### src/rtl/bcast_if.sv
// Packet stream into the broadcast receiver and the popped-number stream out of it.
// The receiver takes the slave modport; the mesh source and consumer take the master modport.
interface bcast_if;
    logic [15:0] i_sdata;
    logic        i_svalid;
    logic [8:0]  o_number;
    logic        o_valid;
    logic        i_ready;

    modport slave (
        input  i_sdata,
        input  i_svalid,
        input  i_ready,
        output o_number,
        output o_valid
    );

    modport master (
        output i_sdata,
        output i_svalid,
        output i_ready,
        input  o_number,
        input  o_valid
    );
endinterface

### src/rtl/bcast_receiver.sv
// Mesh broadcast receiver: filters packets by node address and queues payloads in a 4-deep FIFO.
// Optional macro BCAST_RX_RSVD_CHECK_EN rejects packets with a non-zero reserved field and flags o_err.
module bcast_receiver #(
    parameter logic [1:0] NODE_ROW = 2'd1,
    parameter logic [1:0] NODE_COL = 2'd1
) (
    input  logic       clk,
    input  logic       rst,
    bcast_if.slave     bus,
    input  logic       i_clear,
    output logic [7:0] o_rx_cnt,
    output logic [7:0] o_drop_cnt,
    output logic       o_err
);

    logic [8:0] fifo_mem [4];
    logic [1:0] wr_ptr;
    logic [1:0] rd_ptr;
    logic [2:0] occ;

    logic addr_match;
    logic rsvd_bad;
    logic fifo_full;
    logic fifo_empty;
    logic do_pop;
    logic do_push;
    logic do_drop;

    assign addr_match = bus.i_svalid
                      && (bus.i_sdata[15:14] == NODE_ROW)
                      && (bus.i_sdata[13:12] == NODE_COL);

`ifdef BCAST_RX_RSVD_CHECK_EN
    assign rsvd_bad = (bus.i_sdata[11:9] != 3'b000);
`else
    assign rsvd_bad = 1'b0;
`endif

    assign fifo_full  = (occ == 3'd4);
    assign fifo_empty = (occ == 3'd0);

    // An empty FIFO never pops, so a push into empty always lands and shows next cycle.
    assign do_pop  = !fifo_empty && bus.i_ready;
    assign do_push = addr_match && !rsvd_bad && (!fifo_full || do_pop);
    assign do_drop = addr_match && !rsvd_bad && fifo_full && !do_pop;

    assign bus.o_valid  = !fifo_empty;
    assign bus.o_number = fifo_empty ? 9'd0 : fifo_mem[rd_ptr];

    always_ff @(posedge clk) begin
        if (!rst) begin
            wr_ptr <= 2'd0;
            rd_ptr <= 2'd0;
            occ    <= 3'd0;
        end else if (i_clear) begin
            wr_ptr <= 2'd0;
            rd_ptr <= 2'd0;
            occ    <= 3'd0;
        end else begin
            if (do_push) begin
                wr_ptr <= wr_ptr + 2'd1;
            end
            if (do_pop) begin
                rd_ptr <= rd_ptr + 2'd1;
            end
            case ({do_push, do_pop})
                2'b10:   occ <= occ + 3'd1;
                2'b01:   occ <= occ - 3'd1;
                default: occ <= occ;
            endcase
        end
    end

    // Storage needs no reset; o_number is masked to zero whenever the FIFO is empty.
    always_ff @(posedge clk) begin
        if (rst && !i_clear && do_push) begin
            fifo_mem[wr_ptr] <= bus.i_sdata[8:0];
        end
    end

    always_ff @(posedge clk) begin
        if (!rst) begin
            o_rx_cnt   <= 8'd0;
            o_drop_cnt <= 8'd0;
        end else if (i_clear) begin
            o_rx_cnt   <= 8'd0;
            o_drop_cnt <= 8'd0;
        end else begin
            if (do_push && (o_rx_cnt != 8'hFF)) begin
                o_rx_cnt <= o_rx_cnt + 8'd1;
            end
            if (do_drop && (o_drop_cnt != 8'hFF)) begin
                o_drop_cnt <= o_drop_cnt + 8'd1;
            end
        end
    end

`ifdef BCAST_RX_RSVD_CHECK_EN
    logic err_q;

    always_ff @(posedge clk) begin
        if (!rst) begin
            err_q <= 1'b0;
        end else if (i_clear) begin
            err_q <= 1'b0;
        end else if (addr_match && rsvd_bad) begin
            err_q <= 1'b1;
        end
    end

    assign o_err = err_q;
`else
    assign o_err = 1'b0;
`endif

endmodule

### src/flat_wrapper.sv
// flat-port wrapper written by rule: the top's interface ports become plain ports
module bcast_receiver_flat 
#(
    parameter logic [1:0] NODE_ROW = 2'd1,
    parameter logic [1:0] NODE_COL = 2'd1
)
  (clk, rst, i_clear, o_rx_cnt, o_drop_cnt, o_err, bus_i_sdata, bus_i_svalid, bus_i_ready, bus_o_number, bus_o_valid);
  bcast_if bus_i ();
  input  logic clk;
  input  logic rst;
  input  logic i_clear;
  output logic [7:0] o_rx_cnt;
  output logic [7:0] o_drop_cnt;
  output logic o_err;
  input wire logic [$bits(bus_i.i_sdata)-1:0] bus_i_sdata;
  input wire logic [$bits(bus_i.i_svalid)-1:0] bus_i_svalid;
  input wire logic [$bits(bus_i.i_ready)-1:0] bus_i_ready;
  output wire logic [$bits(bus_i.o_number)-1:0] bus_o_number;
  output wire logic [$bits(bus_i.o_valid)-1:0] bus_o_valid;
  assign bus_i.i_sdata = bus_i_sdata;
  assign bus_i.i_svalid = bus_i_svalid;
  assign bus_i.i_ready = bus_i_ready;
  assign bus_o_number = bus_i.o_number;
  assign bus_o_valid = bus_i.o_valid;
  bcast_receiver #(.NODE_ROW(NODE_ROW), .NODE_COL(NODE_COL)) u_core (.clk(clk), .rst(rst), .bus(bus_i), .i_clear(i_clear), .o_rx_cnt(o_rx_cnt), .o_drop_cnt(o_drop_cnt), .o_err(o_err));
endmodule
### config.mk
export PLATFORM = sky130hd
export DESIGN_NAME = bcast_receiver_flat
export DESIGN_NICKNAME = d
export VERILOG_FILES = /design/src/rtl/bcast_if.sv /design/src/rtl/bcast_receiver.sv /design/src/flat_wrapper.sv
export SDC_FILE = /design/constraint.sdc
export NUM_CORES = 1
export LEC_CHECK = 0
export CORE_MARGIN = 2
export CORE_UTILIZATION = 47
export DETAILED_ROUTE_END_ITERATION = 12
export PLACE_DENSITY = 0.83
export RECOVER_POWER = 50
export SLEW_MARGIN = 0
export SYNTH_ARGS = -nofsm -noshare
export SYNTH_HDL_FRONTEND = slang
export SYNTH_SLANG_ARGS = --single-unit
### constraint.sdc
create_clock -name clk -period 2.8 [get_ports clk]
set_input_delay 0.84 -clock clk [delete_from_list [all_inputs] [get_ports clk]]
set_output_delay 0.84 -clock clk [all_outputs]
set_load 0.005 [all_outputs]
==> flow_summary.toml <==
[sta]
rsz0062_at_grt = "true"
fin_ws_ps = 48.0
setup_tns_ps = 0
relSlewSlack = 0.586
final-hold-violation-count = 0
skew_ps = 8.74
setup_viol = 0
maxClockFrequency_mhz = 363
tightest_slew_ps = 619
finalCriticalPeriod_ps = 2750
period_share = 0.983
final_max_slew_viol_count = 0

[pwr]
pwr-share-comb = 0.037
power.leakage_nw = 1.31
p_switching_w = 0.000370
ir_worst_vdd_mv = 0.283
power_density_nw_per_um2 = 492
clkPwrFrac = 0.431
power_frac_seq = 0.533
switching_share = 0.208
p_int_w = 0.00141

[placed_design]
pre_cts_slack_ps = -331
dpl.hpwl_um = 3830
port_buffers = 43
place_congestion = 0.836

[floorplanning]
die-area_um2 = 6560
start_util = 0.479
die_h_um = 81.0
core-area_um2 = 5820
fp.dieW_um = 81.0
pin_count = 48
num_rows = 28

[global_route]
track_usage = 0.182
grt_pass1_wl_um = 8900
antenna_found_initial = 0
grt_pass1_vias = 1871
grt_max_degree = 14
overflow = 0

[cts]
cts.sinks = 61
h-tree-depth = 3
insertion_delay_ps = 340
tritoncts.num_buffers = 9
path_clk_slew_ps = 70
cts_buffer_depth = 2
cts-root-buf = "clkbuf_8"
cts_tree = "yes"

[critical_path]
critPathLaunch = "bus_i_sdata[13]"
r2r-start = "u_core.occ[2]"
critical_path_class = "input port to flop"
reg2reg_slack_ps = 390
reg2reg_to = "u_core.occ[2]"
cp.required_ps = 3070
worst_setup_path_end_kind = "flop"
worst-r2r-cell-count = 7
start_kind = "input port"
critPathArrivalTime_ps = 3020
crit_fanout = 2

[logic_synthesis]
synth.cell_area_um2 = 2790
ys_warn_count = 0
synth-async-reset-ratio = 0
synthFlopType = "edfxtp_1"
synth_cells = 223
syn-num-nets = 251
synth_cell_types = 50
synth_edf_count = 36
ys_seq_elements = 61
ys_seq_area_frac = 0.567
avgSynthCellArea_um2 = 12.5

[run]
cap_violations = 0

[final_layout]
area_growth_pct = 29.7
final_nets = 309
drive_above_1_share = 0.189
n_antenna_cell = 0

[hold_path]
hold_class = "flop to flop"
whs_endpoint = "u_core.o_drop_cnt[7]"
worstHoldStart = "u_core.o_drop_cnt[7]"
whs_path_depth = 2

[routing]
drt_first_pass_iters = 4
routed-via-count = 2021
antenna_left = 0
viasPerCell = 5.60
wl_per_cell_um = 15.8
drt_iter0_markers = 113
drcViolationCount = 0
finalWirelength_um = 5690

[run_status]
status = "completed"
power groups by stage:
stage                     logic [W]  clock network [W]  registers (W)
after detailed placement  0.0000660                  0       0.000969
after global routing      0.0000712           0.000824       0.000948
after floorplan           0.0000232                  0       0.000969
final                     0.0000653           0.000767       0.000948
after global placement    0.0000639                  0       0.000969
after CTS                 0.0000664           0.000782       0.000949
worst max-delay path by stage:
| stage | slack (ps) | to | cells after the start |
|---|---|---|---|
| detailed placement | -330 | u_core.occ[2] | 8 |
| finish | 50 | u_core.occ[2] | 8 |
| floorplan | 3 | u_core.occ[2] | 7 |
| CTS | 10 | bus_o_number[4] | 4 |
| global route | -30 | u_core.occ[2] | 8 |
| global placement | -290 | u_core.occ[2] | 8 |
cells in the final DEF, fill, tap and decap left out, types with 3 or more instances in the layout:
cell type / instances
edfxtp_1: 36
clkdlybuf4s50_1: 25
dfxtp_1: 24
buf_4: 14
nand2_1: 12
a21oi_1: 12
and2_1: 11
clkbuf_8: 10
dlygate4sd3_1: 10
mux4_2: 9
nor2_1: 9
o31ai_1: 9
or4_1: 9
o21ai_0: 7
dlymetal6s2s_1: 7
nand3_1: 6
ha_1: 6
inv_1: 5
and3_1: 5
nand4_1: 5
nor2b_1: 3
o41ai_1: 3
o211ai_1: 3
sequential cells by signal, indices dropped and copies added, names as in the netlist, named ones only:
register and cells:
u_core.fifo_mem 36, u_core.o_drop_cnt 8, u_core.o_rx_cnt 8, u_core.occ 3, u_core.rd_ptr 2, u_core.wr_ptr 2
layout make-up:
class	instances	area [um^2]
inverter	5	18.8
fill	481	2200
tap	75	93.8
clock inverter	5	51.3
timing repair buffer	60	582
sequential	61	1590
clock buffer	11	141
multi-input combinational	144	1140
cells by family after synthesis:
group           synth area share
simple gates               0.170
fa+ha+maj                 0.0341
xor+xnor                  0.0126
other cells              0.00135
compound gates             0.110
mux                       0.0763
buf+inv                   0.0292
flops                      0.567
per-stage QoR:
step	util	total power [W]	std cells	hold slack, ps	cell area [um^2]
after floorplan	-	0.000992	223	469	2790
after global placement	0.577	0.00103	342	479	3350
after detailed placement	0.577	0.00104	342	486	3350
after CTS	0.614	0.00180	360	494	3570
after global routing	0.622	0.00184	361	522	3610
final	0.622	0.00178	361	495	3610
worst max-delay path, cell delays in order:
cell and delay, ps:
clkdlybuf4s50_1 480, nand2b_4 130, nor2_1 40, or2_2 300
fa_2 350, or4_4 530, a21o_2 200, a31oi_1 140
synth_stat cells, drive strengths merged (5+ instances only):
master  number  area share
and2        11       0.025
inv          5      0.0067
o21ai        7       0.013
and3         5       0.011
nand4        5       0.011
or4         10       0.027
buf          5       0.012
a21oi       12       0.022
ha           6       0.027
mux4         9       0.073
nor2         9       0.012
nand2       12       0.016
nand3        7       0.014
or3          5       0.014
o31ai        9       0.024
dfxtp       25        0.18
edfxtp      36        0.39
clkbuf       8       0.011
routing by layer:
metal / part of all wire / wire (um) / global-route usage / vias up
met5: 0 / 0 / 0 / -
met4: 0.010 / 58 / 0.0661 / 0
met3: 0.048 / 274 / 0.0433 / 7
met2: 0.51 / 2890 / 0.293 / 59
met1: 0.43 / 2470 / 0.242 / 977
li1: - / - / - / 978
repair_timing:
item | 4_1_cts | 5_1_grt
pin swaps | 0 | 0
cloned | 1 | 0
hold buffers | 0 | 0
resized for setup | 6 | 11
endpoints found under the hold margin | 0 | 0
endpoints found under the setup margin | 9 | 9
setup buffers | 1 | 1
(Power assumes the default switching activity.)
